$ cat src/rtl/snake_game_ctrl.sv
// rtl/snake_game_ctrl.sv - snake game controller: head motion, prey placement, score and game FSM
module snake_game_ctrl #(
    parameter int STEP        = 10,
    parameter int MOVE_FRAMES = 6,
    parameter int X_MIN       = 15,
    parameter int X_MAX       = 620,
    parameter int Y_MIN       = 15,
    parameter int Y_MAX       = 455,
    parameter int HEAD        = 10
) (
    input  logic       clk,
    input  logic       rst_n,
    input  logic       frame_tick,
    input  logic       btn_up,
    input  logic       btn_down,
    input  logic       btn_left,
    input  logic       btn_right,
    input  logic       btn_start,
    output logic [9:0] head_x,
    output logic [9:0] head_y,
    output logic [9:0] prey_x,
    output logic [9:0] prey_y,
    output logic [7:0] score,
    output logic [1:0] state,
    output logic       game_over
);

    typedef enum logic [1:0] {IDLE = 2'd0, PLAY = 2'd1, OVER = 2'd2} state_t;
    typedef enum logic [1:0] {DIR_RIGHT, DIR_LEFT, DIR_UP, DIR_DOWN} dir_t;

    localparam logic [10:0] STEP_W = 11'(STEP);
    localparam logic [10:0] XMIN_W = 11'(X_MIN);
    localparam logic [10:0] XMAX_W = 11'(X_MAX);
    localparam logic [10:0] YMIN_W = 11'(Y_MIN);
    localparam logic [10:0] YMAX_W = 11'(Y_MAX);
    localparam logic [9:0]  STEP10 = 10'(STEP);
    localparam logic [9:0]  HEAD10 = 10'(HEAD);
    localparam logic [9:0]  XMIN10 = 10'(X_MIN);
    localparam logic [9:0]  YMIN10 = 10'(Y_MIN);
    localparam logic [7:0]  LAST_FRAME = 8'(MOVE_FRAMES - 1);

    state_t      state_q;
    dir_t        dir_q;
    dir_t        pend_q;
    logic [7:0]  frame_cnt;
    logic [15:0] lfsr;
    logic        start_q;
    logic        eat_due;

    logic        start_evt;
    logic        btn_one;
    dir_t        btn_dir;
    dir_t        dir_rev;
    logic        move_ok;
    logic [9:0]  nx;
    logic [9:0]  ny;
    logic [9:0]  dx;
    logic [9:0]  dy;
    logic        hit;
    logic [10:0] hx_w;
    logic [10:0] hy_w;
    logic [9:0]  ly;
    logic [9:0]  new_prey_x;
    logic [9:0]  new_prey_y;

    assign start_evt = btn_start & ~start_q;
    assign hx_w      = {1'b0, head_x};
    assign hy_w      = {1'b0, head_y};
    assign state     = state_q;

    always_comb begin
        btn_one = 1'b0;
        btn_dir = DIR_RIGHT;
        case ({btn_up, btn_down, btn_left, btn_right})
            4'b1000: begin btn_one = 1'b1; btn_dir = DIR_UP;    end
            4'b0100: begin btn_one = 1'b1; btn_dir = DIR_DOWN;  end
            4'b0010: begin btn_one = 1'b1; btn_dir = DIR_LEFT;  end
            4'b0001: begin btn_one = 1'b1; btn_dir = DIR_RIGHT; end
            default: ;
        endcase
    end

    always_comb begin
        dir_rev = DIR_LEFT;
        case (dir_q)
            DIR_RIGHT: dir_rev = DIR_LEFT;
            DIR_LEFT:  dir_rev = DIR_RIGHT;
            DIR_UP:    dir_rev = DIR_DOWN;
            DIR_DOWN:  dir_rev = DIR_UP;
            default:   dir_rev = DIR_LEFT;
        endcase
    end

    // Bounds are tested on 11-bit copies so an out-of-range step can never wrap into range.
    always_comb begin
        move_ok = 1'b1;
        nx      = head_x;
        ny      = head_y;
        case (pend_q)
            DIR_RIGHT: if (hx_w + STEP_W > XMAX_W) move_ok = 1'b0; else nx = head_x + STEP10;
            DIR_LEFT:  if (hx_w < XMIN_W + STEP_W) move_ok = 1'b0; else nx = head_x - STEP10;
            DIR_DOWN:  if (hy_w + STEP_W > YMAX_W) move_ok = 1'b0; else ny = head_y + STEP10;
            DIR_UP:    if (hy_w < YMIN_W + STEP_W) move_ok = 1'b0; else ny = head_y - STEP10;
            default:   move_ok = 1'b0;
        endcase
    end

    assign dx  = (nx >= prey_x) ? (nx - prey_x) : (prey_x - nx);
    assign dy  = (ny >= prey_y) ? (ny - prey_y) : (prey_y - ny);
    assign hit = (dx < HEAD10) && (dy < HEAD10);

    // Prey grid: 8-pixel columns and 6-pixel rows from the low corner, always inside the field.
    assign ly         = {4'b0000, lfsr[11:6]};
    assign new_prey_x = XMIN10 + {1'b0, lfsr[5:0], 3'b000};
    assign new_prey_y = YMIN10 + (ly << 2) + (ly << 1);

    always_ff @(posedge clk or negedge rst_n) begin
        if (!rst_n) begin
            state_q   <= IDLE;
            game_over <= 1'b0;
            head_x    <= 10'd320;
            head_y    <= 10'd240;
            prey_x    <= 10'd200;
            prey_y    <= 10'd300;
            score     <= 8'd0;
            dir_q     <= DIR_RIGHT;
            pend_q    <= DIR_RIGHT;
            frame_cnt <= 8'd0;
            lfsr      <= 16'hACE1;
            start_q   <= 1'b0;
            eat_due   <= 1'b0;
        end else begin
            lfsr    <= {lfsr[14:0], lfsr[15] ^ lfsr[13] ^ lfsr[12] ^ lfsr[10]};
            start_q <= btn_start;
            case (state_q)
                IDLE: begin
                    if (start_evt) begin
                        state_q   <= PLAY;
                        head_x    <= 10'd320;
                        head_y    <= 10'd240;
                        dir_q     <= DIR_RIGHT;
                        pend_q    <= DIR_RIGHT;
                        score     <= 8'd0;
                        frame_cnt <= 8'd0;
                        eat_due   <= 1'b0;
                    end
                end
                PLAY: begin
                    if (btn_one && btn_dir != dir_rev)
                        pend_q <= btn_dir;
                    if (eat_due) begin
                        score   <= (score == 8'hFF) ? score : score + 8'd1;
                        prey_x  <= new_prey_x;
                        prey_y  <= new_prey_y;
                        eat_due <= 1'b0;
                    end
                    if (frame_tick) begin
                        if (frame_cnt == LAST_FRAME) begin
                            frame_cnt <= 8'd0;
                            dir_q     <= pend_q;
                            if (move_ok) begin
                                head_x  <= nx;
                                head_y  <= ny;
                                eat_due <= hit;
                            end else begin
                                state_q   <= OVER;
                                game_over <= 1'b1;
                            end
                        end else begin
                            frame_cnt <= frame_cnt + 8'd1;
                        end
                    end
                end
                OVER: begin
                    if (start_evt) begin
                        state_q   <= IDLE;
                        game_over <= 1'b0;
                    end
                end
                default: begin
                    state_q   <= IDLE;
                    game_over <= 1'b0;
                end
            endcase
        end
    end

endmodule

$ cat config.mk
export PLATFORM = sky130hd
export DESIGN_NAME = snake_game_ctrl
export DESIGN_NICKNAME = d
export VERILOG_FILES = /design/src/rtl/snake_game_ctrl.sv
export SDC_FILE = /design/constraint.sdc
export NUM_CORES = 1
export LEC_CHECK = 0
export BUFFER_PORTS_ARGS = -buffer_cell sky130_fd_sc_hd__buf_2
export CORE_ASPECT_RATIO = 1.75
export CORE_UTILIZATION = 47
export DETAILED_ROUTE_END_ITERATION = 12
export GPL_TIMING_DRIVEN = 0
export MAX_ROUTING_LAYER = met4
export PLACE_DENSITY = 0.69
export SYNTH_ARGS = -nofsm -noshare
export SYNTH_HDL_FRONTEND = slang
export SYNTH_SLANG_ARGS = --single-unit
$ cat constraint.sdc
create_clock -name clk -period 6.3 [get_ports clk]
set_clock_uncertainty 0.05 [all_clocks]
set_input_delay 0.315 -clock clk [delete_from_list [all_inputs] [get_ports clk]]
set_output_delay 0.315 -clock clk [all_outputs]
set_load 0.01 [all_outputs]
**Word level (Yosys, flattened, before mapping)**

Cells that the tools add are included.

- Bits in registers: 81
- Input bits: 8
- Output and inout bits: 51
- Word-level logic and storage cells: 135

- Eq/ne operators: 24
- Reduce and logical (&&, ||, !) cells: 16
- Bitwise logic cells: 6
- $lt $le $gt $ge: 8
- Muxes and demuxes: 53
- Add/subtract/negate cells: 15

Operator list:

| kind | number |
|---|---|
| 10-bit two-way mux | 14 |
| 10-bit case mux with 2 select lines | 4 |
| 8-bit two-way mux | 5 |
| 10-bit subtractor | 4 |
| 8-bit case mux with 2 select lines | 2 |
| 10-bit by 4-bit adder with 11-bit output (second input constant) | 2 |
| 10-bit by 4-bit adder with 10-bit output (second input constant) | 2 |
| 10-bit >= comparator | 2 |
| 10-bit by 4-bit less-than comparator with 1-bit output (second input constant) | 2 |
| 10-bit by 5-bit less-than comparator with 1-bit output (second input constant) | 2 |
| 10-bit by 4-bit subtractor with 10-bit output (second input constant) | 2 |
| 2-bit != test (second input constant) | 9 |
| 8-bit by 1-bit adder with 8-bit output (second input constant) | 2 |
| 2-bit two-way mux | 8 |
| 5-bit AND reduction | 3 |
| 1-bit two-way mux | 12 |
| 2-bit case mux with 3 select lines | 2 |
| 11-bit by 10-bit greater-than comparator with 1-bit output (second input constant) | 1 |
| 11-bit by 9-bit greater-than comparator with 1-bit output (second input constant) | 1 |
| 4-bit by 9-bit adder with 10-bit output (first input constant) | 1 |
| 9-bit by 7-bit adder with 10-bit output | 1 |
| 2-bit == test (second input constant) | 5 |
| 4-bit by 8-bit adder with 9-bit output (first input constant) | 1 |
| 8-bit by 3-bit == test with 1-bit output (second input constant) | 1 |
| other kinds (22) | 34 |

**Depth between registers and ports, before layout**

Gate-level depths: netlist of the first run.

- Depth after elaboration: 12
- Gate-level depth with buffers: 21
- Gate-level depth less buffers: 20

**Least setup slack after synthesis of the first run**

OpenSTA, ideal clock, no wires.

- Path kind: register to register
- Start: reg head_x[1]
- End: reg eat_due
- Period minus slack after synthesis: 4.843 ns
- Setup slack: 1.457 ns
- Setup time: 0.092 ns
- Stages on the path, launching flop included: 20
- Arrival time: 4.701 ns
- Path through: dfrtp_1 > ha_1 > o21a_1 > and3_1 > o21ai_0 > a31oi_1 > o21bai_1 > nand2_1 > xnor2_1 > inv_1 > fa_1 > nand2b_1 > a2111oi_2 > o31a_2 > a21oi_4 > a21o_1 > xnor2_1 > mux2_2 > or4_1 > o31ai_2

- Cells in the longest elaborated chain, start to end: 12

Ends and longest elaborated chain:

| element | line | RTL |
|---|---|---|
| from (decl) | 19 | `output logic [9:0] head_x,` |
| from (signal assigned) | 162 | `head_x <= nx;` |
| 10-bit by 4-bit adder with 11-bit output | 100 | `DIR_RIGHT: if (hx_w + STEP_W > XMAX_W) move_ok = 1'b0; else nx = head_x + STEP10;` |
| 11-bit by 10-bit greater-than comparator with 1-bit output | 100 |  |
| 10-bit two-way mux | 100 |  |
| 10-bit case mux with 2 select lines | 99 | `case (pend_q)` |
| 10-bit subtractor or 10-bit >= comparator (tied branches) | 108 | `assign dx = (nx >= prey_x) ? (nx - prey_x) : (prey_x - nx);` |
| 10-bit two-way mux | 108 |  |
| 10-bit by 4-bit less-than comparator with 1-bit output | 110 | `assign hit = (dx < HEAD10) && (dy < HEAD10);` |
| 1-bit logical AND | 110 |  |
| 1-bit two-way mux * | 161 | `if (move_ok) begin` |
| 1-bit two-way mux * | 158 | `if (frame_cnt == LAST_FRAME) begin` |
| 1-bit two-way mux * | 157 | `if (frame_tick) begin` |
| 1-bit case mux with 2 select lines * | 135 | `case (state_q)` |
| to (signal assigned) | 164 | `eat_due <= hit;` |
| to (decl) | 48 | `logic eat_due;` |

Mark *: on every way between the ends. The rest lies on a longest branch, timed or not.
A chain may end at the register's enable or synchronous reset.

**Worst setup path after layout of the first run**

- Start: reg head_x[2]
- End: reg eat_due

Same word-level chain as after synthesis.

==> Implementation_results.wiki, run 1 <==
{| class="wikitable"
! Metric !! Value
|-
| RePlAce Congestion || 0.932
|-
| Number of antenna violations at the first check in global routing || 0
|-
| # setup viols final || 0
|-
| Final Hold Fails || 0
|-
| Vias || 5782
|-
| H-Tree Level Count || 3
|-
| Final worst path period need || 5.77 ns
|-
| Switch share || 46.8%
|-
| Commonest cells after routing, fill and taps aside || sky130_fd_sc_hd__buf_2 (67), sky130_fd_sc_hd__nand2_1 (66), sky130_fd_sc_hd__inv_1 (65)
|-
| Cell internal power dissipation || 1.64 mW
|-
| Number of instances in the synthesized netlist || 765
|-
| Setup repair after global routing missed its margin || false
|-
| Core Footprint || 13400 sq um
|-
| Number of synthesized flops with an enable pin || 0
|-
| Flip-flop and latch count after synthesis || 75
|-
| Worst r2r path cells || 21
|-
| TritonCTS Buffers || 9
|-
| Maximum fanout along the worst path || 10
|-
| Maximum number of buffers from clock root to sink || 2
|-
| Layout overhead on the synthesized area || 13.1%
|-
| Startpoint of the worst hold path || btn_start
|-
| Root buffer selected by CTS || sky130_fd_sc_hd__clkbuf_16
|-
| Pin count of the biggest net entering global routing || 67
|-
| Highest achievable clock rate || 0.173 GHz
|-
| # nets final || 902
|-
| Register area share after synthesis || 29.6%
|-
| Arrival time at the worst endpoint || 5.95 ns
|-
| Sequential Power Share || 21.3%
|-
| DPL Wire Length || 13.2 mm
|-
| Initial standard-cell utilization of the core || 48.0%
|-
| First-pass GRT wire length || 27.2 mm
|-
| Static Leakage || 3.38 nW
|-
| Worst Max-Slew Pin Slew || 1.02 ns
|-
| Number of standard-cell rows in the floorplan || 56
|-
| Hold path cells || 1
|-
| Crit Reg-Reg Endpoint || eat_due$_DFFE_PN0P_
|-
| Hold Crit Endpoint || start_q$_DFF_PN0_
|-
| Final antenna-violating net count || 0
|-
| Synth Area per Inst || 8.39 sq um
|-
| Average vias per placed instance || 5.70
|-
| Maximum VDD drop || 0.213 mV
|-
| Clock network fraction of total power || 16.9%
|-
| Fraction of layout instances using a drive strength above 1 || 16.4%
|-
| Normalized max-slew margin || 32.2%
|-
| Clk_lat worst skew || 0.34 ns
|-
| # IOs || 59
|-
| Yosys synthesis warning count || 0
|-
| Die height || 157 um
|-
| PostCTS Resize Cnt || 0
|-
| Startpoint type of the worst setup path || flop
|-
| Clock tree from TritonCTS || yes
|-
| Number of diodes || 0
|-
| Tcrit/Tclk final || 91.5%
|-
| Req. time, crit path || 6.48 ns
|-
| Final routed wire length divided by cell count || 16.7 um
|-
| Synth Flop Type || sky130_fd_sc_hd__dfrtp_1
|-
| Die Area || 14200 sq um
|-
| Detailed-route DRC error count || 0
|-
| Number of global-route vias before repair || 5649
|-
| Element type at the critical path end || flop
|-
| Die outline width || 90.4 um
|-
| Drt initial violations || 334
|-
| Clk slew on worst S/H paths || 0.06 ns
|-
| Overall power consumption || 3.09 mW
|-
| Comb pwr share || 61.8%
|-
| Power density over cell area || 425 nW/um^2
|-
| Synth cell types || 80
|-
| Type of the tightest min-delay check || in -> reg
|-
| Most common cell after layout, fill and taps aside || sky130_fd_sc_hd__buf_2
|-
| Switching pwr || 1.44 mW
|-
| Area of the mapped netlist || 6420 sq um
|-
| Sum Neg Setup Slack || 0 ns
|-
| Remaining Overflow, GRT || 0
|-
| Proportion of synthesized flip-flops having asynchronous set or reset || 100%
|-
| Total routing usage reported by global routing || 25.3%
|-
| Final wirelength || 17.0 mm
|-
| Number of clock sinks || 75
|-
| Outcome || completed
|-
| Iteration count of the initial detailed-routing pass || 5
|-
| Max-cap violation count || 0
|-
| Setup Crit Path Kind || reg -> reg
|-
| Reg-to-Reg Start || head_x[2]$_DFFE_PN0P_
|-
| FF-to-FF setup slack || 0.53 ns
|-
| Buffers on Ports || 55
|-
| Final Max Slew Viols || 0
|}
## synthesized netlist by cell type (all sizes together), types with 20 or more instances
| master | count | share of area, % |
|---|---|---|
| xor2 | 20 | 2.7 |
| inv | 65 | 3.8 |
| a21oi | 52 | 4.3 |
| nand2 | 67 | 4.0 |
| o21ai | 65 | 5.1 |
| buf | 23 | 2.3 |
| dfstp | 21 | 8.6 |
| xnor2 | 27 | 3.7 |
| nor2 | 56 | 3.3 |
| dfrtp | 54 | 21 |
| ha | 54 | 11 |
## how the worst max path moves through the flow
stage | start | end | slack [ns] | cells past startpoint
6_report | head_x[2]$_DFFE_PN0P_ | eat_due$_DFFE_PN0P_ | 0.53 | 21
4_1_cts | head_x[2]$_DFFE_PN0P_ | eat_due$_DFFE_PN0P_ | 0.52 | 21
5_1_grt | head_x[2]$_DFFE_PN0P_ | eat_due$_DFFE_PN0P_ | 0.08 | 21
3_5_place_dp | head_x[2]$_DFFE_PN0P_ | eat_due$_DFFE_PN0P_ | 0.59 | 21
2_1_floorplan | head_x[1]$_DFFE_PN0P_ | eat_due$_DFFE_PN0P_ | 1.46 | 19
3_3_place_gp | head_x[2]$_DFFE_PN0P_ | eat_due$_DFFE_PN0P_ | 0.59 | 21
## what timing repair did
item	in CTS	in global routing
hold buffers	1	0
endpoints found under the hold margin	9	0
buffers inserted	0	0
setup endpoints to repair	0	0
## final cells by class
class | instances | area [sq um]
Clock inverter | 6 | 65.1
Timing Repair Buffer | 57 | 315
Multi-Input combinational cell | 590 | 4080
Tap cell | 174 | 218
Fill cell | 1305 | 6120
Sequential cell | 75 | 1900
Buffer | 38 | 204
Clock buffer | 10 | 229
Inverter | 65 | 244
## logic make-up after synthesis
family | count (synthesis) | synth area share, %
buffers and inverters | 103 | 6.98
AND/OR/NAND/NOR | 225 | 17.3
adder cells (fa/ha/maj) | 58 | 11.8
AO/OA/AOI/OAI | 239 | 25.3
XOR/XNOR | 47 | 6.41
multiplexers | 16 | 2.57
other | 2 | 0.117
flip-flops | 75 | 29.6
## layer usage
| layer | up-vias | global-route usage, % | share of wire [%] |
|---|---|---|---|
| met2 | 154 | 45.7 | 52 |
| met5 | - | - | 0 |
| met4 | 0 | 15.9 | 5.5 |
| met1 | 2714 | 25.8 | 39 |
| met3 | 49 | 2.96 | 3.3 |
| li1 | 2865 | - | - |
## worst max-delay path, cell delays in order (launching register included)
cell                        delay (ns)
sky130_fd_sc_hd__dfrtp_1          0.36
sky130_fd_sc_hd__clkbuf_1         0.28
sky130_fd_sc_hd__inv_1            0.11
sky130_fd_sc_hd__ha_1             0.34
sky130_fd_sc_hd__a21boi_0         0.10
sky130_fd_sc_hd__o221ai_1         0.25
sky130_fd_sc_hd__a31oi_1          0.20
sky130_fd_sc_hd__o21bai_1         0.45
sky130_fd_sc_hd__nand2_1          0.13
sky130_fd_sc_hd__xnor2_1          0.25
sky130_fd_sc_hd__inv_1            0.19
sky130_fd_sc_hd__fa_1             0.47
sky130_fd_sc_hd__nand2b_1         0.12
sky130_fd_sc_hd__a2111oi_2        0.09
sky130_fd_sc_hd__o31a_2           0.41
sky130_fd_sc_hd__a21oi_4          0.25
sky130_fd_sc_hd__buf_4            0.23
sky130_fd_sc_hd__mux2i_1          0.27
sky130_fd_sc_hd__o311ai_1         0.15
sky130_fd_sc_hd__xnor2_1          0.15
sky130_fd_sc_hd__or4_1            0.53
sky130_fd_sc_hd__o31ai_2          0.26
## power by group through the flow
stage / Combinational (mW) / Sequential [mW] / Clock (mW)
final: 1.91 / 0.657 / 0.522
after global routing: 2.11 / 0.669 / 0.554
after CTS: 1.90 / 0.656 / 0.535
after detailed placement: 1.88 / 0.663 / 0
after global placement: 1.87 / 0.663 / 0
after floorplan: 1.42 / 0.669 / 0
## metrics by stage
stage               setup WS, ns  utilization (%)  instances  area (sq um)  hold WS, ns
finish                     0.534             54.2       1015          7260       0.0548
global route              0.0829             54.2       1015          7260       0.0530
CTS                        0.523             54.2       1015          7260       0.0487
detailed placement         0.592             52.0        998          6960        0.123
global placement           0.586             51.7        997          6930        0.286
floorplan                   1.46                -        768          6430      -0.0306
## registers in the layout, summed over array words and instances (netlist names)
register / flops
score: 8
state: 2
lfsr: 16
head_x: 9
prey_x: 8
prey_y: 8
frame_cnt: 8
game_over: 1
dir_q: 2
head_y: 9
start_q: 1
pend_q: 2
eat_due: 1
(Power assumes the default switching activity.)
==> run 2: changes to the inputs <==
PLACE_DENSITY = 0.76   (was 0.69)
==> run 2 against run 1 <==
Sequential share of layout area up 0.086 points. Worst hold slack better by 0.018 ns. Utilization down 0.18 points. Combinational power about the same. Register-to-register slack worse by 0.13 ns. Cell count unchanged. Sequential cell count unchanged. Routed wire length down 1.1%. Sequential power about the same. Global-route usage down 0.75 points. Design area down 0.33%. Critical path depth unchanged. Largest cell class unchanged. Largest power group unchanged.
==> Implementation_results.wiki, run 2 (synthesis results as in run 1) <==
{| class="wikitable"
! Metric !! Value
|-
| Cell family with the largest share of critical-path delay || compound AO/OA/AOI/OAI gates
|-
| PostCTS Resize Cnt || 0
|-
| Final worst path period need || 5.90 ns
|-
| Met2 WL post-DR || 8.66 mm
|-
| # setup viols final || 0
|-
| Detailed-route DRC error count || 0
|-
| Met3 WL post-DR || 611 um
|-
| Final antenna-violating net count || 0
|-
| Final Hold Fails || 0
|-
| Clk slew on worst S/H paths || 0.06 ns
|-
| Slowest Stage Delay on Critical Path || 0.54 ns
|-
| Most common cell after layout, fill and taps aside || sky130_fd_sc_hd__buf_2
|-
| Vias || 5934
|-
| Clock tree from TritonCTS || yes
|-
| H-Tree Level Count || 3
|-
| Arrival time at the worst endpoint || 6.05 ns
|-
| Maximum VDD drop || 0.193 mV
|-
| Routed metal-1 wirelength || 6.39 mm
|-
| DPL Wire Length || 13.0 mm
|-
| # nets final || 902
|-
| Flip-flop count of the largest register, all copies and words added || 16
|-
| Element type at the critical path end || flop
|-
| Max-cap violation count || 0
|-
| Worst path buffer plus inverter count || 4
|-
| Top sig layer || met4
|-
| Clk_lat worst skew || 0.34 ns
|-
| Number of global-route vias before repair || 5744
|-
| Final wirelength || 16.8 mm
|-
| Post-CTS setup buffers || 0
|-
| Fraction of layout instances using a drive strength above 1 || 16.5%
|-
| Worst Max-Slew Pin Slew || 1.02 ns
|-
| Type of the tightest min-delay check || in -> reg
|-
| Reg-to-Reg Start || head_x[2]$_DFFE_PN0P_
|-
| Hold Crit Endpoint || start_q$_DFF_PN0_
|-
| First-pass GRT wire length || 26.8 mm
|-
| Outcome || completed
|-
| Setup Crit Path Kind || reg -> reg
|-
| Iteration count of the initial detailed-routing pass || 5
|-
| Die Area || 14200 sq um
|-
| Startpoint of the worst hold path || btn_start
|-
| Remaining Overflow, GRT || 0
|-
| FF-to-FF setup slack || 0.40 ns
|-
| Final Max Slew Viols || 0
|-
| Drt initial violations || 320
|-
| Total routing usage reported by global routing || 24.5%
|-
| Number of diodes || 0
|-
| Maximum number of buffers from clock root to sink || 2
|-
| Power density over cell area || 420 nW/um^2
|-
| # IOs || 59
|-
| Number of cells in the design after placement || 998
|-
| Root buffer selected by CTS || sky130_fd_sc_hd__clkbuf_16
|-
| Core Footprint || 13400 sq um
|-
| Hold path cells || 1
|-
| Worst r2r path cells || 21
|-
| Overall power consumption || 3.04 mW
|-
| Layout Cells excl Fill || 1015
|-
| Commonest cells after routing, fill and taps aside || sky130_fd_sc_hd__buf_2 (67), sky130_fd_sc_hd__nand2_1 (66), sky130_fd_sc_hd__inv_1 (65)
|-
| Buffers on Ports || 55
|-
| Final routed wire length divided by cell count || 16.5 um
|-
| Normalized max-slew margin || 31.7%
|-
| Number of standard-cell rows in the floorplan || 56
|-
| Ordered list of cells on the worst path || clkbuf_1 > inv_1 > ha_1 > a21boi_0 > o221ai_1 > a31oi_1 > o21bai_1 > nand2_1 > xnor2_1 > inv_1 > fa_1 > nand2b_1 > a2111oi_2 > o31a_2 > a21oi_4 > buf_4 > mux2i_1 > o311ai_1 > xnor2_1 > or4_1 > o31ai_2
|-
| Static Leakage || 3.37 nW
|-
| Number of antenna violations at the first check in global routing || 0
|-
| Highest achievable clock rate || 0.169 GHz
|-
| CP max-delay cell || sky130_fd_sc_hd__or4_1
|-
| Die outline width || 90.4 um
|-
| Die height || 157 um
|-
| Crit Reg-Reg Endpoint || eat_due$_DFFE_PN0P_
|-
| Initial standard-cell utilization of the core || 48.0%
|-
| Req. time, crit path || 6.45 ns
|-
| RePlAce Congestion || 0.956
|-
| TritonCTS Buffers || 9
|-
| Average vias per placed instance || 5.85
|-
| Sum Neg Setup Slack || 0 ns
|-
| Tcrit/Tclk final || 93.6%
|-
| Layout overhead on the synthesized area || 12.7%
|-
| Pin count of the biggest net entering global routing || 49
|-
| Fill cells || 1263
|-
| Largest register by flop count || lfsr
|-
| Number of clock sinks || 75
|-
| Largest registers in the final layout || lfsr x16, head_x x9, head_y x9
|-
| Startpoint type of the worst setup path || flop
|-
| Maximum fanout along the worst path || 10
|-
| Setup repair after global routing missed its margin || false
|}
==> run 2: cell count changes in the layout (fill, tap and decap cells not counted) <==
cell	delta
sky130_fd_sc_hd__bufinv_16	-1
sky130_fd_sc_hd__clkbuf_1	-1
sky130_fd_sc_hd__clkinv_2	+2
sky130_fd_sc_hd__clkinv_4	+1
sky130_fd_sc_hd__inv_6	-1
==> run 2: layer usage <==
layer / global-route usage, % / vias to the layer above
met4: 17.4 / 0
li1: - / 2870
met1: 24.1 / 2815
met2: 44.5 / 191
met3: 2.87 / 58
met5: - / -
==> run 2: report_power, final <==
part,internal (mW),switching [mW],total [mW]
combinational,0.767,1.15,1.92
clock,0.265,0.200,0.465
sequential,0.571,0.0852,0.656
total,1.60,1.44,3.04
==> run 2: through the flow <==
stage | worst slack [ns] | hold slack (ns) | utilization [%] | cell area (sq um)
final | 0.400 | 0.0726 | 54.1 | 7240
after global routing | 0.0849 | 0.0683 | 54.1 | 7240
after CTS | 0.465 | 0.0606 | 54.1 | 7240
after detailed placement | 0.514 | 0.218 | 52.0 | 6960
after global placement | 0.591 | 0.287 | 51.7 | 6930
after floorplan | 1.46 | -0.0306 | - | 6430
==> run 2: final cells by class <==
| type | count | area [sq um] | area share (%) |
|---|---|---|---|
| buffer | 38 | 204 | 2.82 |
| clock buffer | 9 | 225 | 3.11 |
| clock inverter | 7 | 45.0 | 0.623 |
| inverter | 65 | 244 | 3.37 |
| multi-input combinational | 590 | 4080 | 56.4 |
| sequential | 75 | 1900 | 26.3 |
| tap | 174 | 218 | 3.01 |
| timing repair buffer | 57 | 315 | 4.36 |
==> run 2: worst max-delay path by stage <==
stage                           from                  end  cells past startpoint
2_1_floorplan  head_x[1]$_DFFE_PN0P_  eat_due$_DFFE_PN0P_                     19
3_3_place_gp   head_x[2]$_DFFE_PN0P_  eat_due$_DFFE_PN0P_                     21
3_5_place_dp   head_x[2]$_DFFE_PN0P_  eat_due$_DFFE_PN0P_                     21
4_1_cts        head_x[2]$_DFFE_PN0P_  eat_due$_DFFE_PN0P_                     21
5_1_grt        head_x[2]$_DFFE_PN0P_  eat_due$_DFFE_PN0P_                     21
6_report       head_x[2]$_DFFE_PN0P_  eat_due$_DFFE_PN0P_                     21
==> run 2: timing repair <==
item                                   CTS  global route
setup endpoints to repair                0             0
hold buffers                             1             0
endpoints found under the hold margin   25             0
==> run 3: changes to the inputs <==
CORE_ASPECT_RATIO = unset   (was 1.75)
PLACE_DENSITY = 0.69   (was 0.76)
==> run 3 against run 2 <==
Combinational power about the same. Die area decreased by 0.13%. Global-route usage decreased by 0.38 points. Cell count increased by 0.20%. Sequential power decreased by 0.9%. Clock-buffer cell count increased by 1. Design area increased by 1.0%. Clock power increased by 30%. Non-clock buffer count unchanged. Sequential share of layout area decreased by 0.27 points. Register-to-register slack improved by 0.17 ns. Critical path type unchanged. Largest cell class unchanged. Largest power group unchanged.
==> Implementation_results.wiki, run 3 (synthesis results as in run 1) <==
{| class="wikitable"
! Metric !! Value
|-
| Number of standard-cell rows in the floorplan || 42
|-
| TritonCTS Buffers || 9
|-
| Worst hold slack || 0.0524 ns
|-
| Arrival time at the worst endpoint || 5.91 ns
|-
| Clock network fraction of total power || 19.1%
|-
| Commonest cells after routing, fill and taps aside || sky130_fd_sc_hd__buf_2 (67), sky130_fd_sc_hd__nand2_1 (66), sky130_fd_sc_hd__inv_1 (65)
|-
| Root buffer selected by CTS || sky130_fd_sc_hd__clkbuf_16
|-
| Switch share || 45.3%
|-
| Flip-flop count of the largest register, all copies and words added || 16
|-
| Number of global-route vias before repair || 5284
|-
| Element type at the critical path end || flop
|-
| Die outline width || 119 um
|-
| Pin count of the biggest net entering global routing || 63
|-
| Maximum number of buffers from clock root to sink || 2
|-
| Total routing usage reported by global routing || 24.1%
|-
| Sequential Power Share || 20.6%
|-
| Number of cells in the design after placement || 1000
|-
| # nets final || 902
|-
| Clk slew on worst S/H paths || 0.07 ns
|-
| Max-cap violation count || 0
|-
| Average vias per placed instance || 5.70
|-
| Number of clock sinks || 75
|-
| Startpoint type of the worst setup path || flop
|-
| FF-to-FF setup slack || 0.57 ns
|-
| Hold Crit Endpoint || start_q$_DFF_PN0_
|-
| Reg-to-Reg Start || head_x[2]$_DFFE_PN0P_
|-
| Number of antenna violations at the first check in global routing || 0
|-
| Normalized max-slew margin || 27.4%
|-
| # setup viols final || 0
|-
| Clk_lat worst skew || 0.35 ns
|-
| Comb pwr share || 60.4%
|-
| Final Hold Fails || 0
|-
| Setup Crit Path Kind || reg -> reg
|-
| Power density over cell area || 432 nW/um^2
|-
| Util after Layout || 55.0%
|-
| Number of buffers inserted for hold repair after clock tree synthesis || 1
|-
| Tcrit/Tclk final || 90.9%
|-
| Setup repair after global routing missed its margin || false
|-
| Maximum fanout along the worst path || 10
|-
| Post-CTS setup buffers || 0
|-
| Crit Reg-Reg Endpoint || eat_due$_DFFE_PN0P_
|-
| Largest register by flop count || lfsr
|-
| Cell internal power dissipation || 1.73 mW
|-
| Layout Cells excl Fill || 1017
|-
| Final Max Slew Viols || 0
|-
| Req. time, crit path || 6.48 ns
|-
| Hold path cells || 1
|-
| Sum Neg Setup Slack || 0 ns
|-
| DPL Wire Length || 12.0 mm
|-
| Startpoint of the worst hold path || btn_start
|-
| Initial standard-cell utilization of the core || 48.3%
|-
| Overall power consumption || 3.16 mW
|-
| Most common cell after layout, fill and taps aside || sky130_fd_sc_hd__buf_2
|-
| Min setup slack post-route || 0.575 ns
|-
| Core Footprint || 13300 sq um
|-
| First-pass GRT wire length || 26.5 mm
|-
| Highest achievable clock rate || 0.175 GHz
|-
| Area after DPL || 6960 sq um
|-
| Die Area || 14100 sq um
|-
| Layout overhead on the synthesized area || 13.8%
|-
| PostCTS Resize Cnt || 0
|-
| Number of diodes || 0
|-
| Fraction of layout instances using a drive strength above 1 || 16.4%
|-
| Die height || 119 um
|-
| Detailed-route DRC error count || 0
|-
| # IOs || 59
|-
| Clock tree from TritonCTS || yes
|-
| Worst Max-Slew Pin Slew || 1.09 ns
|-
| H-Tree Level Count || 3
|-
| Final wirelength || 16.0 mm
|-
| Remaining Overflow, GRT || 0
|-
| Largest registers in the final layout || lfsr x16, head_x x9, head_y x9
|-
| Placement Setup Slack || 0.704 ns
|-
| RePlAce Congestion || 0.960
|-
| Final standard cell area without fillers || 7310 sq um
|-
| Vias || 5795
|-
| Drt initial violations || 377
|-
| Maximum VDD drop || 0.214 mV
|-
| Final worst path period need || 5.73 ns
|-
| Static Leakage || 3.40 nW
|-
| Outcome || completed
|-
| Final routed wire length divided by cell count || 15.8 um
|-
| Buffers on Ports || 55
|-
| Switching pwr || 1.43 mW
|-
| Iteration count of the initial detailed-routing pass || 8
|-
| Final antenna-violating net count || 0
|-
| Type of the tightest min-delay check || in -> reg
|-
| Fill cells || 1236
|-
| Worst r2r path cells || 21
|}
## run 3: changes by cell type in the layout (fill, tap and decap cells not counted), sizes merged
cell,previous run,this run
inv,65,67
clkinvlp,1,0
clkinv,6,1
bufinv,0,3
clkbuf,24,25
## run 3: worst max path at each step
stage	cells after the start	start	slack, ns	endpoint
final	21	head_x[2]$_DFFE_PN0P_	0.57	eat_due$_DFFE_PN0P_
after detailed placement	20	head_x[1]$_DFFE_PN0P_	0.70	eat_due$_DFFE_PN0P_
after floorplan	19	head_x[1]$_DFFE_PN0P_	1.46	eat_due$_DFFE_PN0P_
after global routing	20	head_x[1]$_DFFE_PN0P_	0.23	eat_due$_DFFE_PN0P_
after global placement	21	head_x[2]$_DFFE_PN0P_	0.68	eat_due$_DFFE_PN0P_
after CTS	21	head_x[2]$_DFFE_PN0P_	0.68	eat_due$_DFFE_PN0P_
## run 3: critical path, cell delays in order (launching register included)
cell and delay [ns]:
sky130_fd_sc_hd__dfrtp_1 0.37, sky130_fd_sc_hd__clkbuf_1 0.27, sky130_fd_sc_hd__inv_1 0.11, sky130_fd_sc_hd__ha_1 0.33
sky130_fd_sc_hd__a21boi_0 0.10, sky130_fd_sc_hd__o221ai_1 0.26, sky130_fd_sc_hd__a31oi_1 0.20, sky130_fd_sc_hd__o21bai_1 0.51
sky130_fd_sc_hd__nand2_1 0.14, sky130_fd_sc_hd__xnor2_1 0.21, sky130_fd_sc_hd__inv_1 0.15, sky130_fd_sc_hd__fa_1 0.45
sky130_fd_sc_hd__nand2b_1 0.11, sky130_fd_sc_hd__a2111oi_2 0.09, sky130_fd_sc_hd__o31a_2 0.41, sky130_fd_sc_hd__a21oi_4 0.24
sky130_fd_sc_hd__buf_4 0.23, sky130_fd_sc_hd__mux2i_1 0.25, sky130_fd_sc_hd__a211oi_1 0.13, sky130_fd_sc_hd__a2111oi_0 0.42
sky130_fd_sc_hd__o221ai_1 0.22, sky130_fd_sc_hd__o31ai_2 0.34
## run 3: routing by layer
layer  global-route usage (%)  routed length (um)
met5                        -                   0
met2                     36.1                7100
met3                     2.59                 801
met4                     8.86                 396
met1                     33.8                7740
## run 3: power by group through the flow
| stage | clock network, mW | logic (mW) | registers (mW) |
|---|---|---|---|
| final | 0.603 | 1.91 | 0.650 |
| after global routing | 0.631 | 2.12 | 0.666 |
| after CTS | 0.615 | 1.88 | 0.649 |
| after detailed placement | 0 | 1.86 | 0.658 |
| after global placement | 0 | 1.85 | 0.656 |
| after floorplan | 0 | 1.42 | 0.669 |
## run 3: cell type report
type / count / area (sq um) / share of cell area, %
inverter: 65 / 244 / 3.34
tap: 176 / 220 / 3.01
multi-input combinational: 590 / 4080 / 55.8
clock inverter: 6 / 113 / 1.54
buffer: 38 / 204 / 2.79
sequential: 75 / 1900 / 26.0
clock buffer: 10 / 229 / 3.13
timing repair buffer: 57 / 315 / 4.31
